--- src/rtl/fifo_pkg.sv ---
// Shared async-FIFO helpers: pointer width and Gray/binary conversion, used by both
// the read-side and the write-side controllers.
package fifo_pkg;

    localparam int unsigned MAX_PTR_W = 32;

    function automatic int unsigned PTR_WIDTH(input int unsigned addr_width);
        return addr_width + 1;
    endfunction

    function automatic logic [MAX_PTR_W-1:0] bin2gray(input logic [MAX_PTR_W-1:0] b);
        return b ^ (b >> 1);
    endfunction

    function automatic logic [MAX_PTR_W-1:0] gray2bin(input logic [MAX_PTR_W-1:0] g);
        logic [MAX_PTR_W-1:0] b;
        b[MAX_PTR_W-1] = g[MAX_PTR_W-1];
        for (int unsigned i = 1; i < MAX_PTR_W; i++) begin
            b[MAX_PTR_W-1-i] = b[MAX_PTR_W-i] ^ g[MAX_PTR_W-1-i];
        end
        return b;
    endfunction

endpackage

--- src/rtl/fifo_rd_out_stage.sv ---
// First-word-fall-through output register with a valid/ready handshake toward the consumer.
module fifo_rd_out_stage #(
    parameter int unsigned DATA_WIDTH = 8
) (
    input  logic                  i_clk,
    input  logic                  i_rst,
    input  logic                  i_load,
    input  logic [DATA_WIDTH-1:0] i_rd_data,
    input  logic                  i_ready,
    output logic [DATA_WIDTH-1:0] o_data,
    output logic                  o_valid
);

    logic [DATA_WIDTH-1:0] data_q, data_d;
    logic                  valid_q, valid_d;

    always_comb begin
        data_d  = data_q;
        valid_d = valid_q;
        if (i_load) begin
            data_d  = i_rd_data;
            valid_d = 1'b1;
        end else if (i_ready) begin
            valid_d = 1'b0;
        end
    end

    always_ff @(posedge i_clk) begin
        if (i_rst) begin
            data_q  <= '0;
            valid_q <= 1'b0;
        end else begin
            data_q  <= data_d;
            valid_q <= valid_d;
        end
    end

    assign o_data  = data_q;
    assign o_valid = valid_q;

endmodule

--- src/rtl/fifo_rd_cntrl.sv ---
// Async FIFO read-side controller: read pointer (binary/Gray), empty flag, FWFT output.
// Optional occupancy outputs are built only when FIFO_RD_LEVEL_EN is defined.
module fifo_rd_cntrl
    import fifo_pkg::*;
#(
    parameter int unsigned DATA_WIDTH      = 8,
    parameter int unsigned ADDR_WIDTH      = 5,
    parameter int unsigned ALMOST_EMPTY_TH = 2
) (
    input  logic                  i_r_clk,
    input  logic                  i_r_rst,
    input  logic [ADDR_WIDTH:0]   i_wptr_gray,
    input  logic [DATA_WIDTH-1:0] i_rd_data,
    input  logic                  i_ready,
    output logic [ADDR_WIDTH-1:0] o_rd_addr,
    output logic [ADDR_WIDTH:0]   o_rptr_gray,
    output logic                  o_empty,
    output logic [DATA_WIDTH-1:0] o_data,
    output logic                  o_valid,
    output logic [ADDR_WIDTH:0]   o_level,
    output logic                  o_almost_empty
);

    localparam int unsigned PW = PTR_WIDTH(ADDR_WIDTH);

    if (ALMOST_EMPTY_TH >= (64'd1 << PW)) begin : g_bad_th
        $error("ALMOST_EMPTY_TH exceeds the pointer range");
    end

    logic [PW-1:0] rbin_q, rbin_d;
    logic [PW-1:0] rgray_q, rgray_d;
    logic          empty_q, empty_d;
    logic          load;

    assign load = ~empty_q & (~o_valid | i_ready);

    always_comb begin
        rbin_d  = rbin_q + PW'(load);
        rgray_d = PW'(bin2gray(MAX_PTR_W'(rbin_d)));
        empty_d = (rgray_d == i_wptr_gray);
    end

    always_ff @(posedge i_r_clk) begin
        if (i_r_rst) begin
            rbin_q  <= '0;
            rgray_q <= '0;
            empty_q <= 1'b1;
        end else begin
            rbin_q  <= rbin_d;
            rgray_q <= rgray_d;
            empty_q <= empty_d;
        end
    end

    assign o_rd_addr   = rbin_q[ADDR_WIDTH-1:0];
    assign o_rptr_gray = rgray_q;
    assign o_empty     = empty_q;

    fifo_rd_out_stage #(
        .DATA_WIDTH(DATA_WIDTH)
    ) u_out_stage (
        .i_clk    (i_r_clk),
        .i_rst    (i_r_rst),
        .i_load   (load),
        .i_rd_data(i_rd_data),
        .i_ready  (i_ready),
        .o_data   (o_data),
        .o_valid  (o_valid)
    );

`ifdef FIFO_RD_LEVEL_EN
    logic [PW-1:0] wbin_q;
    logic [PW-1:0] level_q, level_d;
    logic          aempty_q;

    assign level_d = wbin_q - rbin_q;

    // Level uses the previously registered write pointer, so it trails o_empty by a cycle.
    always_ff @(posedge i_r_clk) begin
        if (i_r_rst) begin
            wbin_q   <= '0;
            level_q  <= '0;
            aempty_q <= 1'b1;
        end else begin
            wbin_q   <= PW'(gray2bin(MAX_PTR_W'(i_wptr_gray)));
            level_q  <= level_d;
            aempty_q <= (level_d <= PW'(ALMOST_EMPTY_TH));
        end
    end

    assign o_level        = level_q;
    assign o_almost_empty = aempty_q;
`else
    assign o_level        = '0;
    assign o_almost_empty = 1'b0;
`endif

endmodule

--- config.mk ---
export PLATFORM = sky130hd
export DESIGN_NAME = fifo_rd_cntrl
export DESIGN_NICKNAME = d
export VERILOG_FILES = /design/src/rtl/fifo_pkg.sv /design/src/rtl/fifo_rd_out_stage.sv /design/src/rtl/fifo_rd_cntrl.sv
export SDC_FILE = /design/constraint.sdc
export NUM_CORES = 1
export LEC_CHECK = 0
export BUFFER_PORTS_ARGS = -buffer_cell sky130_fd_sc_hd__buf_2
export CAP_MARGIN = 5
export CELL_PAD_IN_SITES_DETAIL_PLACEMENT = 1
export CELL_PAD_IN_SITES_GLOBAL_PLACEMENT = 1
export CORE_AREA = 3 3 57 59
export CTS_CLUSTER_SIZE = 14
export DETAILED_ROUTE_END_ITERATION = 12
export DIE_AREA = 0 0 60 62
export PLACE_DENSITY_LB_ADDON = 0.1
export SETUP_SLACK_MARGIN = 0.3
export SYNTH_ARGS = -nofsm -noshare
export SYNTH_HDL_FRONTEND = slang
export SYNTH_HIERARCHICAL = 1
export SYNTH_SLANG_ARGS = --single-unit
--- constraint.sdc ---
create_clock -name i_r_clk -period 4.5 [get_ports i_r_clk]
set_clock_uncertainty 0.05 [all_clocks]
set_input_delay 0.9 -clock i_r_clk [delete_from_list [all_inputs] [get_ports i_r_clk]]
set_output_delay 0.9 -clock i_r_clk [all_outputs]
set_load 0.03 [all_outputs]
======== Yosys cells after proc, flatten, opt, wreduce, memory -nomap -nowiden ========
Cells that the tools add are included.
storage, ports and cells
  logic and storage cells ................. 15
  input bits .............................. 17
  output and inout bits ................... 28
  bits in registers ....................... 22
operators by class
  equal/unequal tests ..................... 1
  bitwise operators ....................... 5
  multiplexer cells ....................... 2
  $add $sub $neg .......................... 1
  reductions and logical operators ........ 1
operator list
  operator                                number
  6-bit by 1-bit adder with 6-bit output  1
  6-bit equality test                     1
  6-bit by 5-bit XOR with 6-bit output    1
  1-bit two-way mux                       2
  1-bit inverter                          2
  2-bit nonzero test                      1
  1-bit bitwise AND                       1
  1-bit bitwise OR                        1

======== Depth between registers and ports, before layout ========
Gate-level depths: netlist of the first run.
  depth in word-level cells ............... 6
  mapped depth ............................ 9
  depth with buffers taken out ............ 9

======== Hierarchy ========
Netlist of the first run, hierarchy kept.
by module, submodules not included
  module             seq. area each (um2)  instances  cells each  area each (um2)
  fifo_rd_cntrl      240.2                 1          73          685.7
  fifo_rd_out_stage  180.2                 1          30          321.6

======== Least setup slack after synthesis of the first run ========
No wires, ideal clock.
  path type ............................... in2reg
  start point ............................. input i_ready
  end point ............................... register empty_q (netlist: o_empty)
  stages on the path ...................... 9
  buffers on the path ..................... 0
  path slack .............................. 1.905 ns
  required time ........................... 4.354 ns
  setup time .............................. 0.096 ns
  data arrival time ....................... 2.449 ns
  cells stage by stage .................... inv_1 > a21oi_1 > ha_1 > ha_1 > nand2b_1 > o22ai_1 > a31oi_1 > xnor3_1 > o41ai_2
between the ends
  cells in the longest elaborated chain, start to end .. 5
ends and longest elaborated chain
  element                                 line                 source
  start, declared                         fifo_rd_cntrl.sv:14  input logic i_ready,
  1-bit bitwise OR                        fifo_rd_cntrl.sv:35  assign load = ~empty_q & (~o_valid | i_ready);
  1-bit bitwise AND                       fifo_rd_cntrl.sv:35
  named net load                          fifo_rd_cntrl.sv:33  logic load;
  6-bit by 1-bit adder with 6-bit output  fifo_rd_cntrl.sv:38  rbin_d = rbin_q + PW'(load);
  6-bit by 5-bit XOR with 6-bit output    fifo_pkg.sv:12       return b ^ (b >> 1);
  6-bit equality test                     fifo_rd_cntrl.sv:40  empty_d = (rgray_d == i_wptr_gray);
  end signal, assigned                    fifo_rd_cntrl.sv:51  empty_q <= empty_d;
  end, declared                           fifo_rd_cntrl.sv:32  logic empty_q, empty_d;
The timed path passes the listed nets, and every way through them passes these cells.
A chain may end at the register's enable or synchronous reset.

======== Final worst setup path of the first run ========
Ends and elaborated chain as after synthesis.

==> results by group, run 1 <==
Outcome
  • Run status: finished clean

Route
  • Drt initial violations: 18
  • # DRC: 0
  • DRT Pass-1 Iters: 4
  • Post-detailed-route count of antenna-violating nets: 0
  • Final wirelength: 2170 um
  • Total number of vias: 771
  • Via density: 4.51
  • Drt wl/cell: 12.7 um

Die
  • Area of the die: 0.00372 sq mm
  • Initial Utilization: 36.5%
  • Chip Width: 60 um
  • Ports: 45
  • Core Region: 0.00276 sq mm
  • Rows: 19
  • Chip height: 62 um

Synth
  • Top-count cell post-synth: dfxtp_1
  • Post-synth top cells: 21 x dfxtp_1, 16 x nor2_1, 11 x xnor2_1
  • Synthesized cell area: 0.00101 sq mm
  • Cell accounting for the most synthesized area: dfxtp_1
  • Largest family of logic cells by synthesized area: XOR/XNOR gates
  • Synth area leaders: dfxtp_1 42%, xnor2_1 9.6%, mux2i_1 8.9%
  • Post-synth ARST share: 0%
  • Adder-cell share of the synthesized area: 2.48%
  • Warnings, synthesis: 6
  • Top FF cell, synth: dfxtp_1
  • Cell variety after synth: 29
  • Synthesized area per cell: 9.78 sq um
  • Compound-Gate Fraction of Synth Area: 5.22%
  • Yosys top cell area share: 41.7%
  • Sequential cell area fraction in the yosys report: 41.7%
  • Yosys reg bits: 21
  • XOR/XNOR Fraction of Synth Area: 18.3%
  • Number of synthesized flops with an enable pin: 0
  • Simple-gate share of the synthesized area: 13.4%
  • Multiplexer share of the synthesized area: 8.94%
  • Post-Syn Instances: 103

Layout
  • Fin util: 44.0%
  • Final instance area: 0.00121 sq mm
  • Final net count: 160
  • Share of cells above drive strength 1: 31.4%
  • Inserted Diodes: 0
  • Area Overhead vs Synth: 20.5%

Run
  • Max-cap viol count: 0

Clock network
  • Clock Path Buffers: 2
  • Total CTS buffers: 3
  • Root Driver: clkbuf_4
  • Worst skew pair latency: 300 ps
  • CTS tree: done
  • Clock Sinks: 21
  • # hold bufs at CTS: 0
  • Post-CTS Resized: 0
  • Post-CTS setup buffers: 0
  • H-tree depth: 1
  • Clock Pin Slew Worst Setup and Hold Paths: 130 ps

Placement
  • HPWL after detailed placement: 1750 um
  • Dpl cell area: 0.00118 sq mm
  • Gp weighted congestion: 0.695
  • DP Worst Slack: 1480 ps
  • # port buffers: 37

Timing
  • Max Slew Vio Count: 0
  • Final setup violation count: 0
  • RSZ-0062 raised after global routing: no
  • Share of the clock period used by the worst path: 59.3%
  • Final Hold Viols: 0
  • Post-route setup slack: 1830 ps
  • Final hold slack: 456 ps
  • FMAX: 375 MHz
  • Setup TNS: 0 ps
  • Post-layout min period: 2670 ps

Worst setup path
  • CP Class: in2reg
  • CP Capture Type: register
  • Arr. time, crit path: 2840 ps
  • Reg2Reg Setup Slack: 2160 ps
  • Critical path's slowest cell: ha_1
  • CP Buf/Inv Count: 3
  • Worst r2r src: u_out_stage/o_valid
  • Worst-path maximum fanout: 10
  • CP Data Required Time: 4670 ps
  • Cell mode on critical path: ha_1
  • Crit path cell chain: buf_2 -> inv_1 -> a21oi_1 -> buf_4 -> ha_1 -> ha_1 -> xor2_2 -> xor2_1 -> and3_1 -> o21ai_1 -> o41ai_2
  • CP delay by family, top: adder cells
  • Startpoint Class: input port
  • Worst r2r dst: o_empty
  • R2R cell count: 9
  • Max incr delay on CP: 300 ps

Worst hold path
  • Hold Path Depth: 2
  • HP Class: reg2reg
  • Worst Hold End: u_out_stage/o_data[5]
  • HP Start: u_out_stage/o_data[5]

Global routing
  • GRT Util Overall: 12.6%
  • Vias in the first global route: 779
  • Gr ovfl total: 0
  • First-pass GRT wire length: 3460 um
  • Largest net degree at the start of global routing: 21
  • Initial antenna violation count: 0

Power and ir drop
  • Leakage power: 0.625 nW
  • P per Cell Area: 318 mW/mm^2
  • Max IR drop VDD: 0.000236 V
-- where the power goes --
part           internal [mW]  total (mW)  switching [mW]  leakage (nW)
combinational         0.0330      0.0908          0.0578         0.439
clock                 0.0338      0.0918          0.0580        0.0139
sequential             0.197       0.203         0.00600         0.172
total                  0.264       0.386           0.122         0.625
-- per-layer routing --
layer  part of all wire (%)  vias to the layer above  track usage, %
li1                       -                      392               -
met4                   0.78                        0            4.75
met5                      0                        -               0
met1                     45                      355            15.9
met3                    6.3                        2            2.69
met2                     48                       22            21.0
-- tightest hold or removal path, cell delays in order, from the launching register on --
cell	delay (ps)
dfxtp_1	340
mux2i_1	70
nor2_1	70
-- how the worst max path moves through the flow --
stage | slack, ps | to | cells after the start | startpoint
4_1_cts | 1810 | o_empty | 11 | i_ready
5_1_grt | 1690 | o_empty | 11 | i_ready
6_report | 1830 | o_empty | 11 | i_ready
3_3_place_gp | 1560 | o_empty | 11 | i_ready
2_1_floorplan | 1910 | o_empty | 9 | i_ready
3_5_place_dp | 1480 | o_empty | 11 | i_ready
-- per-stage QoR --
step	total power [mW]	std cells
final	0.386	171
after floorplan	0.279	109
after CTS	0.395	171
after global routing	0.408	171
after global placement	0.297	167
after detailed placement	0.299	167
-- cell families (layout without fill, tap and decap cells) --
| family | count (synthesis) | in the layout |
|---|---|---|
| AO/OA/AOI/OAI | 7 | 7 |
| XOR/XNOR | 17 | 17 |
| other | 1 | 7 |
| buffers and inverters | 16 | 47 |
| multiplexers | 9 | 9 |
| flip-flops | 21 | 21 |
| AND/OR/NAND/NOR | 30 | 30 |
| adder cells (fa/ha/maj) | 2 | 2 |
-- layout by cell type (no fill, tap or decap), drive strengths merged --
master    netlist  final
a21oi           2      2
a31oi           1      1
a32oi           1      1
and2            2      2
and3            1      1
buf             9     38
clkbuf          2      3
clkinvlp        0      1
conb            1      7
dfxtp          21     21
ha              2      2
inv             5      5
mux2i           9      9
nand2           4      4
nand2b          2      2
nand3           1      1
nand4           1      1
nor2           16     16
nor2b           2      2
nor3            1      1
o21ai           1      1
o22ai           1      1
o41ai           1      1
xnor2          11     11
xnor3           2      2
xor2            4      4
-- sequential cells by signal, summed over array words and instances (netlist names) --
name,cells
o_empty,1
o_rptr_gray,5
rbin_q,6
u_out_stage/o_data,8
u_out_stage/o_valid,1
-- final cells by class --
| cell class | count | area (sq um) |
|---|---|---|
| Sequential cell | 21 | 420 |
| Multi-Input combinational cell | 72 | 513 |
| Fill cell | 351 | 1540 |
| Clock inverter | 1 | 7.51 |
| Inverter | 5 | 18.8 |
| Timing Repair Buffer | 38 | 193 |
| Tap cell | 31 | 38.8 |
| Clock buffer | 3 | 22.5 |
(Power assumes the default switching activity.)
==> run 2: changes to the inputs <==
--- a/config.mk
+++ b/config.mk
@@ -5,14 +5,15 @@
 export SDC_FILE = /design/constraint.sdc
 export NUM_CORES = 1
 export LEC_CHECK = 0
+export ABC_AREA = 1
 export BUFFER_PORTS_ARGS = -buffer_cell sky130_fd_sc_hd__buf_2
 export CAP_MARGIN = 5
 export CELL_PAD_IN_SITES_DETAIL_PLACEMENT = 1
 export CELL_PAD_IN_SITES_GLOBAL_PLACEMENT = 1
-export CORE_AREA = 3 3 57 59
+export CORE_AREA = 3 3 66 68
 export CTS_CLUSTER_SIZE = 14
 export DETAILED_ROUTE_END_ITERATION = 12
-export DIE_AREA = 0 0 60 62
+export DIE_AREA = 0 0 69 71
 export PLACE_DENSITY_LB_ADDON = 0.1
 export SETUP_SLACK_MARGIN = 0.3
 export SYNTH_ARGS = -nofsm -noshare
==> constraint.sdc (replaced) <==
create_clock -name i_r_clk -period 2.4 [get_ports i_r_clk]
set_clock_uncertainty 0.05 [all_clocks]
set_input_delay 0.48 -clock i_r_clk [delete_from_list [all_inputs] [get_ports i_r_clk]]
set_output_delay 0.48 -clock i_r_clk [all_outputs]
set_load 0.03 [all_outputs]
==> results by group, run 2 <==
Outcome
  • Run status: finished clean (unchanged)

Synth
  • Number of synthesized flops with an enable pin: 0 (unchanged)
  • Yosys top cell area share: 40.0% (was 41.7%)
  • Synthesized cell area: 0.00105 sq mm (was 0.00101 sq mm)
  • Post-synth ARST share: 0% (unchanged)
  • Warnings, synthesis: 6 (unchanged)
  • Post-Syn Instances: 152 (was 103)
  • Synthesized area per cell: 6.92 sq um (was 9.78 sq um)
  • Yosys reg bits: 21 (unchanged)
  • Cell accounting for the most synthesized area: dfxtp_1 (unchanged)
  • Post-synth top cells: 38 x nand2_1, 26 x nor2_1, 21 x dfxtp_1 (was 21 x dfxtp_1, 16 x nor2_1, 11 x xnor2_1)
  • Top FF cell, synth: dfxtp_1 (unchanged)
  • Synth area leaders: dfxtp_1 40%, nand2_1 14%, nor2_1 9.3% (was dfxtp_1 42%, xnor2_1 9.6%, mux2i_1 8.9%)
  • Sequential cell area fraction in the yosys report: 40.0% (was 41.7%)
  • Top-count cell post-synth: nand2_1 (was dfxtp_1)
  • Cell variety after synth: 20 (was 29)

Timing
  • Post-route setup slack: 513 ps (was 1830 ps)
  • Max Slew Vio Count: 0 (unchanged)
  • Final setup violation count: 0 (unchanged)
  • Final hold slack: 393 ps (was 456 ps)
  • Post-layout min period: 1890 ps
  • Setup TNS: 0 ps (unchanged)
  • RSZ-0062 raised after global routing: no (unchanged)
  • Share of the clock period used by the worst path: 78.6%
  • Final Hold Viols: 0 (unchanged)
  • FMAX: 530 MHz

Clock network
  • Clock Pin Slew Worst Setup and Hold Paths: 80 ps (was 130 ps)
  • Root Driver: clkbuf_8 (was clkbuf_4)
  • CTS tree: done (unchanged)
  • Post-CTS setup buffers: 0 (unchanged)
  • Clock Sinks: 21 (unchanged)
  • # hold bufs at CTS: 0 (unchanged)
  • Clock Path Buffers: 2 (unchanged)
  • H-tree depth: 1 (unchanged)
  • Total CTS buffers: 3 (unchanged)
  • Worst skew pair latency: 260 ps (was 300 ps)
  • Post-CTS Resized: 0 (unchanged)

Worst hold path
  • Hold Path Depth: 3 (was 2)
  • HP Class: in2reg (was reg2reg)

Placement
  • HPWL after detailed placement: 2390 um (was 1750 um)
  • # port buffers: 37 (unchanged)
  • DP Worst Slack: 207 ps (was 1480 ps)
  • Gp weighted congestion: 0.801 (was 0.695)

Global routing
  • Initial antenna violation count: 0 (unchanged)
  • GRT Util Overall: 12.9% (was 12.6%)
  • First-pass GRT wire length: 5150 um (was 3460 um)
  • Gr ovfl total: 0 (unchanged)
  • Vias in the first global route: 1069 (was 779)
  • Largest net degree at the start of global routing: 15 (was 21)

Route
  • # DRC: 0 (unchanged)
  • DRT Pass-1 Iters: 4 (unchanged)
  • Total number of vias: 1072 (was 771)
  • Metal3 WL: 171 um (was 137 um)
  • Routed wl met2: 1420 um (was 1050 um)
  • Post-detailed-route count of antenna-violating nets: 0 (unchanged)
  • M1 WL: 1410 um (was 967 um)
  • Via density: 4.43 (was 4.51)
  • Final wirelength: 3020 um (was 2170 um)
  • Highest metal used: met4 (unchanged)
  • Drt initial violations: 32 (was 18)
  • Drt wl/cell: 12.5 um (was 12.7 um)

Layout
  • Register area: 420 sq um (unchanged)
  • Share of cells above drive strength 1: 26.6% (was 31.4%)
  • Max reg flops: 8 (unchanged)
  • Most frequent cells in the layout: 38 x nand2_1, 37 x buf_2, 26 x nor2_1 (was 37 x buf_2, 21 x dfxtp_1, 16 x nor2_1)
  • Area Overhead vs Synth: 25.6% (was 20.5%)
  • Final net count: 212 (was 160)
  • Area of the multi-input gates: 529 sq um (was 513 sq um)
  • Inserted Diodes: 0 (unchanged)
  • Layout fillers: 519 (was 351)
  • Most common cell after layout, fill and taps aside: nand2_1 (was buf_2)

Worst setup path
  • CP Class: reg2reg (was in2reg)
  • CP Data Required Time: 2560 ps (was 4670 ps)
  • Crit path capture: o_empty (unchanged)
  • Setup crit start: u_out_stage/o_valid (was i_ready)
  • R2R cell count: 11 (was 9)
  • Worst r2r src: u_out_stage/o_valid (unchanged)
  • Arr. time, crit path: 2040 ps (was 2840 ps)
  • CP Capture Type: register (unchanged)
  • Reg2Reg Setup Slack: 510 ps (was 2160 ps)
  • Startpoint Class: register (was input port)
  • Worst-path maximum fanout: 3 (was 10)
  • Worst r2r dst: o_empty (unchanged)

Die
  • Ports: 45 (unchanged)
  • Core Region: 0.00391 sq mm (was 0.00276 sq mm)
  • Chip height: 71 um (was 62 um)
  • Area of the die: 0.00490 sq mm (was 0.00372 sq mm)
  • Chip Width: 69 um (was 60 um)
  • Initial Utilization: 26.9% (was 36.5%)
  • Rows: 23 (was 19)

Power and ir drop
  • Max IR drop VDD: 0.000278 V (was 0.000236 V)
  • Comb power frac: 23.1% (was 23.5%)
  • Int Pwr: 0.546 mW (was 0.264 mW)
  • Leakage power: 0.697 nW (was 0.625 nW)
  • Flop pwr share: 48.0% (was 52.7%)
  • P per Cell Area: 609 mW/mm^2 (was 318 mW/mm^2)
  • Switching Fraction: 32.1% (was 31.6%)
  • Clock power share: 28.9% (was 23.8%)
  • Net switching power: 0.258 mW (was 0.122 mW)

Run
  • Max-cap viol count: 0 (unchanged)
## run 2: cell count changes in the layout (fill, tap and decap cells not counted), sizes merged, moves of 9 or more
cell	before	now
inv	5	17
mux2i	9	0
nand2	4	40
nand3	1	14
nor2	16	26
xnor2	11	0
## run 2: final cells by class
class	instances	area share (%)
Clock buffer	4	3.41
Inverter	17	4.83
Multi-Input combinational cell	111	40.1
Sequential cell	21	31.8
Tap cell	50	4.73
Timing Repair Buffer	39	15.2
## run 2: per-stage QoR
| step | utilization, % | cell area, sq um | cells | power, mW |
|---|---|---|---|---|
| 2_1_floorplan | - | 1080 | 158 | 0.526 |
| 3_3_place_gp | 32.5 | 1270 | 238 | 0.578 |
| 3_5_place_dp | 32.5 | 1270 | 238 | 0.581 |
| 4_1_cts | 33.7 | 1320 | 242 | 0.821 |
| 5_1_grt | 33.8 | 1320 | 242 | 0.853 |
| 6_report | 33.8 | 1320 | 242 | 0.804 |
## run 2: power by group through the flow
| stage | Clock [mW] | Combinational (mW) | Sequential, mW |
|---|---|---|---|
| after CTS | 0.247 | 0.188 | 0.386 |
| after global routing | 0.257 | 0.207 | 0.389 |
| after detailed placement | 0 | 0.187 | 0.394 |
| after floorplan | 0 | 0.0883 | 0.438 |
| final | 0.232 | 0.186 | 0.386 |
| after global placement | 0 | 0.184 | 0.393 |
## run 2: worst min path at each step
stage	start	endpoint
2_1_floorplan	i_r_rst	u_out_stage/o_valid
3_3_place_gp	u_out_stage/o_data[1]	u_out_stage/o_data[1]
3_5_place_dp	u_out_stage/o_data[4]	u_out_stage/o_data[4]
4_1_cts	i_rd_data[6]	u_out_stage/o_data[6]
5_1_grt	i_rd_data[6]	u_out_stage/o_data[6]
6_report	i_rd_data[4]	u_out_stage/o_data[4]
## run 2: logic make-up (layout without fill, tap and decap cells)
group | after synthesis | after routing | synth area share [%]
adders and majority gates | 2 | 2 | 2.38
other | 1 | 7 | 0.356
buffers and inverters | 26 | 60 | 12.5
xor gates and xnor gates | 1 | 1 | 0.832
DFF | 21 | 21 | 40.0
AOI/OAI and AO/OA | 15 | 15 | 8.56
and+or+nand+nor | 86 | 86 | 35.4
## run 2: metal layers
| layer | up-vias | track usage (%) |
|---|---|---|
| met4 | 0 | 3.25 |
| met2 | 26 | 21.2 |
| met3 | 2 | 4.12 |
| li1 | 544 | - |
| met5 | - | 0 |
| met1 | 500 | 16.3 |
## run 2: critical path, stage by stage, from the launching register on
cell and delay, ps:
dfxtp_1 330, a21oi_2 190, ha_1 200, ha_2 300
inv_1 100, nand2_1 60, nand2_1 90, xor2_1 160
nand3_1 90, nor2_1 100, nand3_1 90, nand2_1 70
==> run 3: changes to the inputs <==
--- a/config.mk
+++ b/config.mk
@@ -10,10 +10,10 @@
 export CAP_MARGIN = 5
 export CELL_PAD_IN_SITES_DETAIL_PLACEMENT = 1
 export CELL_PAD_IN_SITES_GLOBAL_PLACEMENT = 1
-export CORE_AREA = 3 3 66 68
+export CORE_AREA = 3 3 63 65
 export CTS_CLUSTER_SIZE = 14
 export DETAILED_ROUTE_END_ITERATION = 12
-export DIE_AREA = 0 0 69 71
+export DIE_AREA = 0 0 66 68
 export PLACE_DENSITY_LB_ADDON = 0.1
 export SETUP_SLACK_MARGIN = 0.3
 export SYNTH_ARGS = -nofsm -noshare
==> constraint.sdc (replaced) <==
create_clock -name i_r_clk -period 2 [get_ports i_r_clk]
set_clock_uncertainty 0.05 [all_clocks]
set_input_delay 0.4 -clock i_r_clk [delete_from_list [all_inputs] [get_ports i_r_clk]]
set_output_delay 0.4 -clock i_r_clk [all_outputs]
set_load 0.03 [all_outputs]
==> results by group, run 3 (synthesis results as in run 2) <==
Power and ir drop
  • Clock power share: 22.9% (was 28.9%)
  • Net switching power: 0.327 mW (was 0.258 mW)
  • Flop pwr share: 49.7% (was 48.0%)
  • Comb power frac: 27.4% (was 23.1%)
  • P per Cell Area: 655 mW/mm^2 (was 609 mW/mm^2)
  • Leakage power: 0.721 nW (was 0.697 nW)
  • Switching Fraction: 34.8% (was 32.1%)
  • Int Pwr: 0.613 mW (was 0.546 mW)
  • Max IR drop VDD: 0.000331 V (was 0.000278 V)

Global routing
  • GRT Util Overall: 13.3% (was 12.9%)
  • First-pass GRT wire length: 4610 um (was 5150 um)
  • Gr ovfl total: 0 (unchanged)
  • Largest net degree at the start of global routing: 15 (unchanged)
  • Vias in the first global route: 976 (was 1069)
  • Initial antenna violation count: 0 (unchanged)

Worst hold path
  • HP Class: in2reg (unchanged)
  • HP Start: i_rd_data[2] (was i_rd_data[4])
  • Hold Path Depth: 3 (unchanged)
  • Worst Hold End: u_out_stage/o_data[2] (was u_out_stage/o_data[4])

Worst setup path
  • Reg2Reg Setup Slack: 300 ps (was 510 ps)
  • CP Class: reg2reg (unchanged)
  • Max incr delay on CP: 360 ps (was 330 ps)
  • R2R cell count: 12 (was 11)
  • Worst r2r dst: o_empty (unchanged)
  • Critical path's slowest cell: dfxtp_2 (was dfxtp_1)
  • CP Buf/Inv Count: 1 (unchanged)
  • Crit path cell chain: a21oi_4 -> ha_4 -> buf_12 -> nand3_4 -> nand2_2 -> nand2_2 -> nand2_2 -> nand3_1 -> nand2_1 -> nor2_1 -> nand3_1 -> nand2_1 (was a21oi_2 -> ha_1 -> ha_2 -> inv_1 -> nand2_1 -> nand2_1 -> xor2_1 -> nand3_1 -> nor2_1 -> nand3_1 -> nand2_1)
  • Startpoint Class: register (unchanged)
  • Worst r2r src: u_out_stage/o_valid (unchanged)
  • CP delay by family, top: simple AND/OR/NAND/NOR gates (was adder cells)
  • CP Data Required Time: 2170 ps (was 2560 ps)
  • Cell mode on critical path: nand2_2 (was nand2_1)
  • Worst-path maximum fanout: 4 (was 3)
  • CP Capture Type: register (unchanged)
  • Arr. time, crit path: 1870 ps (was 2040 ps)

Placement
  • # port buffers: 37 (unchanged)
  • HPWL after detailed placement: 2260 um (was 2390 um)
  • Gp weighted congestion: 0.735 (was 0.801)

Clock network
  • Worst skew pair latency: 310 ps (was 260 ps)
  • Total CTS buffers: 3 (unchanged)
  • H-tree depth: 1 (unchanged)
  • # hold bufs at CTS: 0 (unchanged)
  • Clock Pin Slew Worst Setup and Hold Paths: 120 ps (was 80 ps)
  • Clock Path Buffers: 2 (unchanged)
  • CTS tree: done (unchanged)
  • Root Driver: clkbuf_4 (was clkbuf_8)
  • Clock Sinks: 21 (unchanged)

Route
  • Via density: 4.43 (about the same)
  • Drt initial violations: 35 (was 32)
  • Total number of vias: 1068 (was 1072)
  • Post-detailed-route count of antenna-violating nets: 0 (unchanged)
  • Drt wl/cell: 11.7 um (was 12.5 um)
  • Final wirelength: 2830 um (was 3020 um)
  • # DRC: 0 (unchanged)
  • DRT Pass-1 Iters: 3 (was 4)

Timing
  • Final setup violation count: 0 (unchanged)
  • RSZ-0062 raised after global routing: yes (was no)
  • Max Slew Vio Count: 0 (unchanged)
  • Final Hold Viols: 0 (unchanged)
  • Setup TNS: 0 ps (unchanged)
  • FMAX: 588 MHz (was 530 MHz)
  • Share of the clock period used by the worst path: 85.0% (was 78.6%)
  • Post-layout min period: 1700 ps (was 1890 ps)
  • Final hold slack: 251 ps (was 393 ps)

Layout
  • Most frequent cells in the layout: 37 x buf_2, 26 x nor2_1, 25 x nand2_1 (was 38 x nand2_1, 37 x buf_2, 26 x nor2_1)
  • Share of cells above drive strength 1: 39.0% (was 26.6%)
  • Inserted Diodes: 0 (unchanged)
  • Most common cell after layout, fill and taps aside: buf_2 (was nand2_1)
  • Max reg flops: 8 (unchanged)
  • Final net count: 215 (was 212)
  • Area Overhead vs Synth: 36.5% (was 25.6%)

Die
  • Chip height: 68 um (was 71 um)
  • Initial Utilization: 31.0% (was 26.9%)
  • Chip Width: 66 um (was 69 um)
  • Core Region: 0.00339 sq mm (was 0.00391 sq mm)
  • Area of the die: 0.00449 sq mm (was 0.00490 sq mm)
  • Ports: 45 (unchanged)
  • Rows: 21 (was 23)

Run
  • Max-cap viol count: 0 (unchanged)

Outcome
  • Run status: finished clean (unchanged)
run 3: how the worst max path moves through the flow:
stage / from / to / slack [ps] / cells past startpoint
floorplan: i_ready / o_empty / 250 / 12
global placement: i_ready / o_empty / -10 / 14
detailed placement: i_ready / o_empty / -60 / 14
CTS: u_out_stage/o_valid / o_empty / 260 / 13
global route: u_out_stage/o_valid / o_empty / 150 / 11
finish: u_out_stage/o_valid / o_empty / 300 / 12
run 3: metal layers:
layer	part of all wire (%)	vias up	track usage [%]	routed length [um]
met2	45	25	19.6	1280
met3	5.2	4	2.46	147
met4	1.2	0	4.57	34
met5	0	-	0	0
li1	-	551	-	-
met1	48	488	19.4	1370
run 3: power groups by stage:
stage               Clock, mW  Combinational [mW]  Sequential (mW)
finish                  0.215               0.258            0.467
global route            0.240               0.286            0.471
CTS                     0.232               0.245            0.467
detailed placement          0               0.242            0.476
global placement            0               0.238            0.475
floorplan                   0               0.117            0.529
run 3: final cells by class:
type | count | area, sq um
multi-input combinational | 111 | 614
clock buffer | 3 | 22.5
clock inverter | 1 | 5.00
fill | 445 | 1950
sequential | 21 | 423
inverter | 17 | 78.8
tap | 46 | 57.6
timing repair buffer | 42 | 235
run 3: metrics by stage:
step / utilization [%] / cell area (sq um) / power (mW) / cells / setup WS, ps
2_1_floorplan: - / 1140 / 0.646 / 158 / 245
3_3_place_gp: 39.9 / 1350 / 0.713 / 236 / -12.6
3_5_place_dp: 39.9 / 1350 / 0.717 / 236 / -56.8
4_1_cts: 41.2 / 1400 / 0.943 / 240 / 263
5_1_grt: 42.4 / 1440 / 0.997 / 241 / 147
6_report: 42.4 / 1440 / 0.940 / 241 / 301
run 3: repair_timing:
| item | in CTS | in global routing |
|---|---|---|
| setup buffers | 0 | 1 |
| endpoints found under the hold margin | 0 | 0 |
| gates resized for setup | 6 | 10 |
| setup endpoints to repair | 1 | 2 |
| pin swaps | 0 | 15 |
run 3: tightest hold or removal path, stage by stage:
cell and delay [ps]:
buf_2 70, nor2_1 30, nor2_1 80
